===== config.mk =====
export PLATFORM = sky130hd
export DESIGN_NAME = ex_muldiv_unit
export DESIGN_NICKNAME = d
export VERILOG_FILES = /design/src/rtl/ex_muldiv_unit.sv
export SDC_FILE = /design/constraint.sdc
export NUM_CORES = 1
export LEC_CHECK = 0
export BUFFER_PORTS_ARGS = -buffer_cell sky130_fd_sc_hd__buf_2
export CAP_MARGIN = 0
export CORE_MARGIN = 8
export CORE_UTILIZATION = 53
export DETAILED_ROUTE_END_ITERATION = 7
export GPL_TIMING_DRIVEN = 1
export HOLD_SLACK_MARGIN = 0.02
export PLACE_DENSITY = 0.71
export SLEW_MARGIN = 30
export SYNTH_ARGS = -nofsm -noshare
export SYNTH_HDL_FRONTEND = slang
export SYNTH_SLANG_ARGS = --single-unit
export TNS_END_PERCENT = 30

===== constraint.sdc =====
create_clock -name clk -period 14.8 [get_ports clk]
set_input_delay 2.22 -clock clk [delete_from_list [all_inputs] [get_ports clk]]
set_output_delay 2.22 -clock clk [all_outputs]
set_load 0.05 [all_outputs]

===== src/rtl/ex_muldiv_unit.sv =====
// ex_muldiv_unit: iterative MULT/MULTU/DIV/DIVU unit for the EX stage.
// Owns the HI/LO registers. A multiply uses shift-add and a divide uses
// restoring division. Both take DATA_W iterations. Signed operations run on
// operand magnitudes, and the sign fixup is applied on the last iteration.
// A divide by zero skips the iteration and completes on the next cycle.
// Optional macro MULDIV_EARLY_OUT_EN: a multiply finishes as soon as the
// remaining multiplier bits are all zero.
module ex_muldiv_unit #(
    parameter int DATA_W = 32
) (
    input  logic              clk,
    input  logic              rst,
    input  logic              start,
    input  logic [1:0]        op,
    input  logic [DATA_W-1:0] rs_val,
    input  logic [DATA_W-1:0] rt_val,
    input  logic              flush,
    output logic              stall,
    output logic              busy,
    output logic              done,
    output logic              div_by_zero,
    output logic [DATA_W-1:0] hi,
    output logic [DATA_W-1:0] lo
);

    localparam int CNT_W = $clog2(DATA_W + 1);

    typedef enum logic [1:0] {S_IDLE, S_BUSY, S_DONE} state_t;

    state_t state_reg, state_next;

    logic [CNT_W-1:0]    cnt_reg;
    logic                is_div_reg;
    logic                neg_res_reg;   // negate product / quotient
    logic                neg_rem_reg;   // negate remainder (dividend sign)
    logic                dbz_reg;
    logic [2*DATA_W-1:0] mcand_reg;     // multiplicand, shifted left per step
    logic [DATA_W-1:0]   mplier_reg;    // multiplier, shifted right per step
    logic [2*DATA_W-1:0] prod_reg;
    logic [DATA_W-1:0]   rem_reg;
    logic [DATA_W-1:0]   quot_reg;      // dividend bits shift out, quotient bits shift in
    logic [DATA_W-1:0]   divisor_reg;
    logic [DATA_W-1:0]   hi_reg;
    logic [DATA_W-1:0]   lo_reg;

    // Operand decode. Signed ops take magnitudes. The magnitude of the most
    // negative value is still correct when it is read as unsigned.
    logic              op_signed;
    logic              a_neg;
    logic              b_neg;
    logic [DATA_W-1:0] a_mag;
    logic [DATA_W-1:0] b_mag;
    logic              zero_div;
    logic              accept;

    assign op_signed = ~op[0];
    assign a_neg     = op_signed & rs_val[DATA_W-1];
    assign b_neg     = op_signed & rt_val[DATA_W-1];
    assign a_mag     = a_neg ? ('0 - rs_val) : rs_val;
    assign b_mag     = b_neg ? ('0 - rt_val) : rt_val;
    assign zero_div  = op[1] && (rt_val == '0);
    assign accept    = start && ((state_reg == S_IDLE) || (state_reg == S_DONE));

    // One iteration step for each datapath.
    logic [2*DATA_W-1:0] prod_step;
    logic [DATA_W-1:0]   mplier_step;
    logic [DATA_W:0]     rem_shift;
    logic [DATA_W:0]     rem_trial;
    logic                q_bit;
    logic [DATA_W-1:0]   rem_step;
    logic [DATA_W-1:0]   quot_step;
    logic                last_iter;

    assign prod_step   = mplier_reg[0] ? (prod_reg + mcand_reg) : prod_reg;
    assign mplier_step = mplier_reg >> 1;
    assign rem_shift   = {rem_reg, quot_reg[DATA_W-1]};
    assign rem_trial   = rem_shift - {1'b0, divisor_reg};
    assign q_bit       = ~rem_trial[DATA_W];
    assign rem_step    = q_bit ? rem_trial[DATA_W-1:0] : rem_shift[DATA_W-1:0];
    assign quot_step   = {quot_reg[DATA_W-2:0], q_bit};

`ifdef MULDIV_EARLY_OUT_EN
    assign last_iter = (cnt_reg == CNT_W'(1)) || (!is_div_reg && (mplier_step == '0));
`else
    assign last_iter = (cnt_reg == CNT_W'(1));
`endif

    // Sign fixup applied to the values from the final iteration.
    logic [2*DATA_W-1:0] prod_fin;
    logic [DATA_W-1:0]   quot_fin;
    logic [DATA_W-1:0]   rem_fin;
    logic [DATA_W-1:0]   hi_fin;
    logic [DATA_W-1:0]   lo_fin;

    assign prod_fin = neg_res_reg ? ('0 - prod_step) : prod_step;
    assign quot_fin = neg_res_reg ? ('0 - quot_step) : quot_step;
    assign rem_fin  = neg_rem_reg ? ('0 - rem_step)  : rem_step;
    assign hi_fin   = is_div_reg ? rem_fin  : prod_fin[2*DATA_W-1:DATA_W];
    assign lo_fin   = is_div_reg ? quot_fin : prod_fin[DATA_W-1:0];

    // State register.
    always_ff @(posedge clk) begin
        if (rst) begin
            state_reg <= S_IDLE;
        end else begin
            state_reg <= state_next;
        end
    end

    // Next-state logic. flush overrides start.
    always_comb begin
        state_next = state_reg;
        case (state_reg)
            S_IDLE: if (start) state_next = zero_div ? S_DONE : S_BUSY;
            S_BUSY: if (last_iter) state_next = S_DONE;
            S_DONE: begin
                if (start) state_next = zero_div ? S_DONE : S_BUSY;
                else       state_next = S_IDLE;
            end
            default: state_next = S_IDLE;
        endcase
        if (flush) state_next = S_IDLE;
    end

    // Datapath: latch operands on accept and iterate while busy.
    // HI/LO commit on the final iteration, or directly on a divide by zero.
    always_ff @(posedge clk) begin
        if (rst) begin
            cnt_reg     <= '0;
            is_div_reg  <= 1'b0;
            neg_res_reg <= 1'b0;
            neg_rem_reg <= 1'b0;
            dbz_reg     <= 1'b0;
            mcand_reg   <= '0;
            mplier_reg  <= '0;
            prod_reg    <= '0;
            rem_reg     <= '0;
            quot_reg    <= '0;
            divisor_reg <= '0;
            hi_reg      <= '0;
            lo_reg      <= '0;
        end else if (!flush) begin
            if (accept) begin
                cnt_reg     <= CNT_W'(DATA_W);
                is_div_reg  <= op[1];
                neg_res_reg <= a_neg ^ b_neg;
                neg_rem_reg <= a_neg;
                dbz_reg     <= zero_div;
                mcand_reg   <= {{DATA_W{1'b0}}, a_mag};
                mplier_reg  <= b_mag;
                prod_reg    <= '0;
                rem_reg     <= '0;
                quot_reg    <= a_mag;
                divisor_reg <= b_mag;
                if (zero_div) begin
                    hi_reg <= rs_val;
                    lo_reg <= '1;
                end
            end else if (state_reg == S_BUSY) begin
                cnt_reg    <= cnt_reg - CNT_W'(1);
                mcand_reg  <= mcand_reg << 1;
                mplier_reg <= mplier_step;
                prod_reg   <= prod_step;
                rem_reg    <= rem_step;
                quot_reg   <= quot_step;
                if (last_iter) begin
                    hi_reg <= hi_fin;
                    lo_reg <= lo_fin;
                end
            end
        end
    end

    assign busy        = (state_reg == S_BUSY);
    assign done        = (state_reg == S_DONE);
    assign div_by_zero = (state_reg == S_DONE) && dbz_reg;
    assign stall       = (start && (state_reg == S_IDLE)) || busy;
    assign hi          = hi_reg;
    assign lo          = lo_reg;

endmodule


# Yosys cells after proc, flatten, opt, wreduce, memory -nomap -nowiden
# Cells that the tools add are included.
# Widths: inputs -> output; s select.
[totals]
regBits = 332
latch_bits = 0
ramBits = 0
rom_bits = 0
in_bits = 70
out_inout_bits = 68
word_cells = 83
memories = 0
[op_classes]
n_addsub = 8
n_mul = 0
n_div = 0
n_lt_le_gt_ge = 0
n_eq_ne = 6
shifts = 0
mux = 34
bitwise = 6
reduce_logical = 15
[op_table]
columns = ["op", "n"]
rows = [
  ["$mux 32", 21],
  ["$mux 64", 6],
  ["$sub 1x32->32 const A", 4],
  ["$add 64x64->64", 1],
  ["$sub 1x64->64 const A", 1],
  ["$sub 33x32->33", 1],
  ["$logic_not 32->1", 1],
  ["$mux 6", 2],
  ["$mux 2", 4],
  ["$eq 6x1->1 const B", 1],
  ["$pmux 2 s3", 1],
  ["$reduce_and 2->1", 3],
  ["$sub 6x1->6 const B", 1],
  ["$logic_and 1x1->1", 4],
  ["$ne 2x2->1 const B", 2],
  ["$reduce_and 4->1", 1],
  ["$reduce_bool 2->1", 2],
  ["$not 1->1", 3],
  ["$and 1x1->1", 2],
  ["$eq 2x1->1 const B", 1],
  ["$eq 2x2->1 const B", 1],
  ["$logic_not 2->1", 1],
  ["$logic_or 1x1->1", 2],
  ["$ne 2x1->1 const B", 1],
  ["other kinds (2)", 2],
]

# Longest topological paths before layout
# Gate-level depths: netlist of run 1.
[logic_depth]
ltp_word = 8
ltp_mapped = 29
ltp_nobuf = 25

# Least setup slack after synthesis of run 1
# OpenSTA, ideal clock, no wires.
[synth_path]
path_type = "flip-flop to flip-flop"
from = "reg quot_reg[31]"
to = "reg hi_reg[28], in the netlist hi[28]"
setup_ns = 0.127
arrival_ns = 5.988
required_time_ns = 14.673
slack_ns = 8.685
path_stages_with_launch = 30
n_path_buf = 4
period_less_slack_ns = 6.115
cell_sequence = "dfxtp_1 inv_1 ha_1 inv_1 fa_1 a21o_1 a221o_1 o21ai_1 nand2_1 a41oi_1 xnor2_1 inv_2 buf_2 clkbuf_1 buf_1 buf_1 nor2_1 a21oi_1 ha_1 nand2_1 or3_1 nor3_1 nand2_1 nor4_1 a31oi_1 or3b_1 or2_1 a31oi_1 a21oi_1 or3_1"
[synth_via]
elab_chain_len = 8
[synth_lines]
columns = ["element", "line_no", "text"]
rows = [
  ["start, declared", "41", "logic [DATA_W-1:0] quot_reg;"],
  ["start signal, assigned", "153", "quot_reg <= a_mag;"],
  ["start signal, assigned", "165", "quot_reg <= quot_step;"],
  ["$sub 33x32->33", "77", "assign rem_trial = rem_shift - {1'b0, divisor_reg};"],
  ["$mux 32 (*)", "79", "assign rem_step = q_bit ? rem_trial[DATA_W-1:0] : rem_shift[DATA_W-1:0];"],
  ["$sub 1x32->32", "97", "assign rem_fin = neg_rem_reg ? ('0 - rem_step) : rem_step;"],
  ["$mux 32 (*)", "97", ""],
  ["$mux 32 (*)", "98", "assign hi_fin = is_div_reg ? rem_fin : prod_fin[2*DATA_W-1:DATA_W];"],
  ["$mux 32 (*)", "166", "if (last_iter) begin"],
  ["$mux 32 (*)", "159", "end else if (state_reg == S_BUSY) begin"],
  ["$mux 32 (*)", "143", "if (accept) begin"],
  ["end signal, assigned", "156", "hi_reg <= rs_val;"],
  ["end signal, assigned", "167", "hi_reg <= hi_fin;"],
  ["end, declared", "43", "logic [DATA_W-1:0] hi_reg;"],
]
# Mark *: on every way between the ends. The rest lies on a longest branch, timed or not. The select of a mux whose other input is x is not followed.
# A chain may end at the register's enable or synchronous reset.

# Final worst setup path of run 1
# Same ends and word-level chain as after synthesis.

==> metrics.cfg, run 1 <==
[global_route]
grt_pass1_vias = 26524
antenna_found_initial = 14
globalRouteMet1Util_pct = 45.0
grt_usage_pct = 34.9
top_usage_layer = met2
grt_max_degree = 112
use_met2_pct = 54.3
grt_overflow = 0
grt_pass1_wl_um = 156000
grtUsageMet3_pct = 8.44

[layout]
layout_commonest_cell = nor2_1
final_cell_mix = nor2_1, nand2_1, a21oi_1
final_net_count = 3723
syn2layout_area_growth_pct = 9.13
fillers = 4525
stdcell_count = 4196
register_area_sq_um = 6660
final_core_util_pct = 58.6
postLayoutCellArea_sq_um = 28000
multiInputGateArea_sq_um = 17800
final_layout_size_suffix_gt1_share_pct = 9.64

[timing]
skew_ns = 0.0234
slew_viol_final = 0
min_period_ns = 7.00
hold_viol_final = 0
whs_ns = 0.453
period_share_pct = 47.3
tns_ns = 0
clock.fmax_ghz = 0.143
slew_headroom_pct = 25.6
setup_ws_ns = 7.80
rsz0062_at_grt = false
tightestPinTransition_ns = 1.10
setup_viol = 0

[place]
pre_cts_slack_ns = 7.95
hpwl_um = 76500
io_buffers = 137
dp.cells = 4120
place_area_sq_um = 26500
gp_congestion = 0.996

[floorplan]
ios = 138
dieArea_sq_um = 55700
dieHeight_um = 236
initial_utilization_pct = 53.7
fp-row-count = 80
core_sq_um = 47700
die_w_um = 236

[worst_setup_path]
cp-start-kind = flop
ff2ff_path_depth = 25
r2r_end = hi[28]
endpoint = hi[28]
path_max_fanout = 54
crit_type = reg2reg
rr_startpoint = quot_reg[31]
end_kind = flop
rrSetupSlack_ns = 7.80
crit_required_ns = 15.25
arrival_ns = 7.45
worstSetupStartpoint = quot_reg[31]

[drt]
post_drt_wl_per_cell_um = 24.5
drt_iter0_markers = 3653
postRouteAntennaNets = 0
vias_per_cell = 6.80
drc = 0
firstDrtPassIters = 6
routed_wl_um = 103000
dr_total_vias = 28544

[clocking]
cts.reportedPaths.clkPinSlew_ns = 0.06
cts_made_buffers = 41
post_cts_resized = 0
h-tree-depth = 2
hold_buffers = 0
clock_sinks = 332
ctsRootBufferMaster = clkbuf_16
post_cts_buffers = 0
ctsLongestPathBuffers = 3
tritoncts = done
clock_latency_ns = 0.58

[synth]
synth_area_sq_um = 25600
syn_avg_cell_area_sq_um = 7.17
synth_enable_flop_cells = 0
async_reset_ff_share_pct = 0
synth-main-ff-cell = dfxtp_1
post_synth_inst_count = 3579
seq_area_frac_synth_pct = 25.9
ys_seq_elements = 332
synth.net_count = 3753
yosys_warnings = 0
yosysUniqueCellTypes = 97

[pwr]
power_switching_mw = 0.805
clkPwrFrac_pct = 43.2
seqPwrFrac_pct = 37.5
power_density_nw_per_um2 = 91.1
power_mw = 2.55
pwr-share-comb_pct = 19.3
switching_share_pct = 31.6
total_leakage_power_nw = 10.8
ir_worst_vdd_mv = 0.0837
intPower_mw = 1.75

[worst_hold_path]
hold_class = reg2reg

[flow_run]
drv_cap = 0

[run_status]
status = finished, final reports clean

[worst max-delay path, cell delays in order (launching register included)]
cell and delay (ns):
dfxtp_1 0.35, inv_1 0.08, ha_1 0.16, inv_1 0.06
fa_1 0.42, a21o_1 0.23, a221o_1 0.42, o21ai_1 0.26
nand2_1 0.12, a41oi_1 0.30, xnor2_2 0.14, buf_4 0.51
inv_2 0.52, a21oi_1 0.38, ha_1 0.27, nand2_1 0.11
or3_1 0.39, nor3_1 0.22, nand2_1 0.09, nor4_1 0.24
a31oi_1 0.15, or3b_1 0.49, or2_1 0.27, a31oi_1 0.17
a21oi_1 0.09, or3_1 0.41
[power groups by stage]
stage,clock network (mW),logic (mW),registers [mW]
global placement,0,0.469,0.972
CTS,1.11,0.478,0.954
detailed placement,0,0.476,0.974
global route,1.14,0.531,0.959
floorplan,0,0.341,0.958
finish,1.10,0.493,0.957
[Yosys cell counts, types with 28 or more instances]
cell,n,area [sq um]
o21a_1,30,225
nand2b_1,28,175
nor4_1,33,206
xor2_1,79,692
buf_1,29,109
dfxtp_1,332,6650
ha_1,102,1280
nand4_1,61,382
nor2_1,550,2060
nand3_1,51,255
inv_1,86,323
o221a_2,34,383
clkbuf_1,204,766
xnor2_1,105,920
a21o_1,30,225
o31ai_1,36,270
mux2i_1,41,410
o211ai_1,46,345
a22oi_1,114,856
nor3_1,154,771
a31oi_1,36,225
a21oi_1,335,1680
nand2_1,353,1330
o21ai_0,202,1010
a211oi_1,69,518
or3_1,29,181
[cell families (layout without fill, tap and decap cells)]
group	after synthesis	after routing	synth area share, %
AO/OA/AOI/OAI	1167	1167	30.4
multiplexers	55	55	2.32
XOR/XNOR	184	184	6.28
other	0	4	0
buffers and inverters	337	335	5.00
adder cells (fa/ha/maj)	104	104	5.13
flip-flops	332	332	25.9
AND/OR/NAND/NOR	1400	1400	24.9
[worst min path at each step]
stage,slack (ns),depth (start not counted),endpoint,startpoint
floorplan,0.43,2,mplier_reg[5],mplier_reg[5]
global placement,0.44,2,mplier_reg[4],mplier_reg[4]
detailed placement,0.45,2,divisor_reg[25],divisor_reg[25]
CTS,0.46,2,divisor_reg[25],divisor_reg[25]
global route,0.48,2,divisor_reg[9],divisor_reg[9]
finish,0.45,2,mplier_reg[4],mplier_reg[4]
[final cells by class]
cell class                 instances  share of cell area (%)
multi-input combinational       2910                    63.5
sequential                       332                    23.8
clock buffer                      54                    4.10
timing repair buffer             174                    3.58
tap                              615                    2.75
inverter                          90                    1.21
clock inverter                    17                    1.01
antenna                            4                  0.0358
[metal layers]
metal  vias up  routed length [um]
met2      1602               44700
met4        16                5370
met3       311               10900
met1     13525               41500
met5         -                 105
li1      13090                   -
Power figures use the tool's default switching activity.
==> run 2, diff against run 1 <==
Settings changed: ABC_AREA from default to 1, PLACE_DENSITY 0.71 to 0.7.
Clock period 14.8 ns to 6.55 ns, I/O delays scaled along.
==> run 2 against run 1 <==
Highest routed layer unchanged. Critical path type unchanged. Count of clock-buffer cells in the layout fell by 2. Clock power rose by 130%. Sequential power rose by 120%. Hold slack improved by 0.012 ns. Combinational power rose by 150%. Largest cell class unchanged. Final cell count rose by 38%. Global-route usage rose by 0.30 points. Critical endpoint is now lo[28]. Die area rose by 10%. Critical path depth rose by 3. Setup slack got worse by 5.8 ns. Synthesized cell count rose by 42%.
==> metrics.cfg, run 2 <==
[drt]
post_drt_wl_per_cell_um = 19.2  ; was 24.5 um
firstDrtPassIters = 6  ; unchanged
postRouteAntennaNets = 0  ; unchanged
routed_wl_um = 111000  ; was 103000 um
vias_per_cell = 5.62  ; was 6.80
drc = 0  ; unchanged
drt_iter0_markers = 3561  ; was 3653
dr_total_vias = 32644  ; was 28544

[synth]
synthTopCellsByArea = dfxtp_1, nand2_1, inv_1, a21oi_1, nand3_1  ; was dfxtp_1, nor2_1, a21oi_1, nand2_1, ha_1
async_reset_ff_share_pct = 0  ; unchanged
netlist_top_cells_count = nand2_1, inv_1, a21oi_1  ; was nor2_1, nand2_1, a21oi_1
synth-main-ff-cell = dfxtp_1  ; unchanged
yosys_warnings = 0  ; unchanged
synth_enable_flop_cells = 0  ; unchanged
synth.net_count = 5239  ; was 3753
post_synth_inst_count = 5065  ; was 3579
synth.most_common_cell = nand2_1  ; was nor2_1
yosysTopAreaCell = dfxtp_1  ; unchanged
synth_area_sq_um = 28500  ; was 25600 sq um
yosysUniqueCellTypes = 58  ; was 97
syn_avg_cell_area_sq_um = 5.63  ; was 7.17 sq um
seq_area_frac_synth_pct = 23.3  ; was 25.9%
netlist.area_leader.share_pct = 23.3  ; was 25.9%
ys_seq_elements = 332  ; unchanged

[timing]
setup_viol = 0  ; unchanged
hold_viol_final = 0  ; unchanged
clock.fmax_ghz = 0.221  ; was 0.143 GHz
slew_headroom_pct = 33.7  ; was 25.6%
min_period_ns = 4.52  ; was 7.00 ns
slew_viol_final = 0  ; unchanged
rsz0062_at_grt = false  ; unchanged
tns_ns = 0  ; unchanged
period_share_pct = 69.0  ; was 47.3%
tightestPinTransition_ns = 0.995  ; was 1.10 ns
skew_ns = 0.0247  ; was 0.0234 ns

[worst_setup_path]
path_max_fanout = 42  ; was 54
arrival_ns = 5.05  ; was 7.45 ns
crit_required_ns = 7.08  ; was 15.25 ns
ff2ff_path_depth = 28  ; was 25
crit_path_top_delay_cell = fa_1  ; was inv_2
crit_type = reg2reg  ; unchanged
end_kind = flop  ; unchanged
slowest_delay_ns = 0.42  ; was 0.52 ns
path_common_cell = nand2_1  ; unchanged
cp-start-kind = flop  ; unchanged

[clocking]
h-tree-depth = 2  ; unchanged
ctsRootBufferMaster = clkbuf_16  ; unchanged
tritoncts = done  ; unchanged
cts.reportedPaths.clkPinSlew_ns = 0.06  ; about the same
post_cts_resized = 0  ; unchanged
hold_buffers = 0  ; unchanged
cts_made_buffers = 41  ; unchanged
post_cts_buffers = 0  ; unchanged
clock_sinks = 332  ; unchanged
clock_latency_ns = 0.60  ; was 0.58 ns
ctsLongestPathBuffers = 3  ; unchanged

[pwr]
power_density_nw_per_um2 = 190  ; was 91.1 nW/um^2
total_leakage_power_nw = 16.0  ; was 10.8 nW
ir_worst_vdd_mv = 0.210  ; was 0.0837 mV

[floorplan]
ios = 138  ; unchanged
die_w_um = 248  ; was 236 um
initial_utilization_pct = 53.3  ; was 53.7%
dieArea_sq_um = 61500  ; was 55700 sq um
core_sq_um = 53500  ; was 47700 sq um
dieHeight_um = 248  ; was 236 um
fp-row-count = 85  ; was 80

[layout]
final_net_count = 5252  ; was 3723
syn2layout_area_growth_pct = 8.55  ; was 9.13%
final_layout_size_suffix_gt1_share_pct = 8.03  ; was 9.64%
final_core_util_pct = 57.9  ; was 58.6%
final_cell_mix = nand2_1, inv_1, a21oi_1  ; was nor2_1, nand2_1, a21oi_1
layout_commonest_cell = nand2_1  ; was nor2_1

[global_route]
antenna_found_initial = 3  ; was 14
grt_overflow = 0  ; unchanged
grt_pass1_wl_um = 169000  ; was 156000 um
grt_usage_pct = 35.2  ; was 34.9%
grt_max_degree = 202  ; was 112
grt_pass1_vias = 29301  ; was 26524

[flow_run]
drv_cap = 0  ; unchanged

[place]
io_buffers = 137  ; unchanged
hpwl_um = 86800  ; was 76500 um
gp_congestion = 1.06  ; was 0.996

[run_status]
status = finished, final reports clean  ; unchanged

[worst_hold_path]
hold_class = reg2reg  ; unchanged
holdPathStages = 2  ; unchanged

-- run 2: worst paths after layout --
| kind | endpoint | slack, ns | from |
|---|---|---|---|
| worst min-delay path | hi[19] | 0.47 | hi[19] |
| worst max-delay path | lo[28] | 2.03 | quot_reg[31] |
| worst min register to register | hi[19] | 0.47 | hi[19] |
| worst max register to register | lo[28] | 2.03 | quot_reg[31] |
-- run 2: worst max-delay path: cells and delay by family (launching register included) --
| family | cells | cell delay, ns |
|---|---|---|
| fa+ha+maj | 3 | 0.79 |
| flops | 1 | 0.32 |
| buf+inv | 2 | 0.13 |
| simple gates | 19 | 2.70 |
| compound gates | 4 | 0.50 |
-- run 2: per-stage QoR --
step / total power, mW / hold slack [ns] / worst slack [ns] / instances / area, sq um
2_1_floorplan: 3.00 / 0.442 / 2.66 / 5065 / 28500
3_3_place_gp: 3.37 / 0.452 / 2.19 / 5730 / 29500
3_5_place_dp: 3.37 / 0.456 / 2.09 / 5730 / 29500
4_1_cts: 5.88 / 0.465 / 2.07 / 5803 / 30900
5_1_grt: 6.11 / 0.480 / 1.49 / 5804 / 31000
6_report: 5.90 / 0.465 / 2.03 / 5805 / 31000
-- run 2: routing by layer --
layer  up-vias  track usage, %  part of all wire [%]
met5         -               0                 0.012
met4         2            18.6                   5.9
met3       290            5.98                   9.2
met2      1465            55.0                    44
met1     14679            46.1                    41
li1      16208               -                     -
-- run 2: final cells by class --
class | count | area [sq um]
diodes | 1 | 2.50
clock buffers | 52 | 1180
clock inverters | 21 | 305
fillers | 5631 | 22500
inverters | 732 | 2750
multi-input cells | 3810 | 18300
flip-flops and latches | 332 | 6650
well taps | 696 | 871
repair buffers | 161 | 905
-- run 2: cells by family (layout without fill, tap and decap cells) --
logic type	after synthesis	in the layout	synth area share (%)
other cells	0	1	0
flops	332	332	23.3
simple gates	2784	2784	40.8
xor+xnor	49	49	1.50
buf+inv	923	966	12.7
fa+ha+maj	104	104	4.61
compound gates	873	873	17.2
-- run 2: power by group --
part | total [mW] | internal (mW) | leakage (nW) | switching [mW]
clock network | 2.53 | 1.52 | 0.731 | 1.01
registers | 2.14 | 2.08 | 2.69 | 0.0626
logic | 1.23 | 0.343 | 12.6 | 0.883
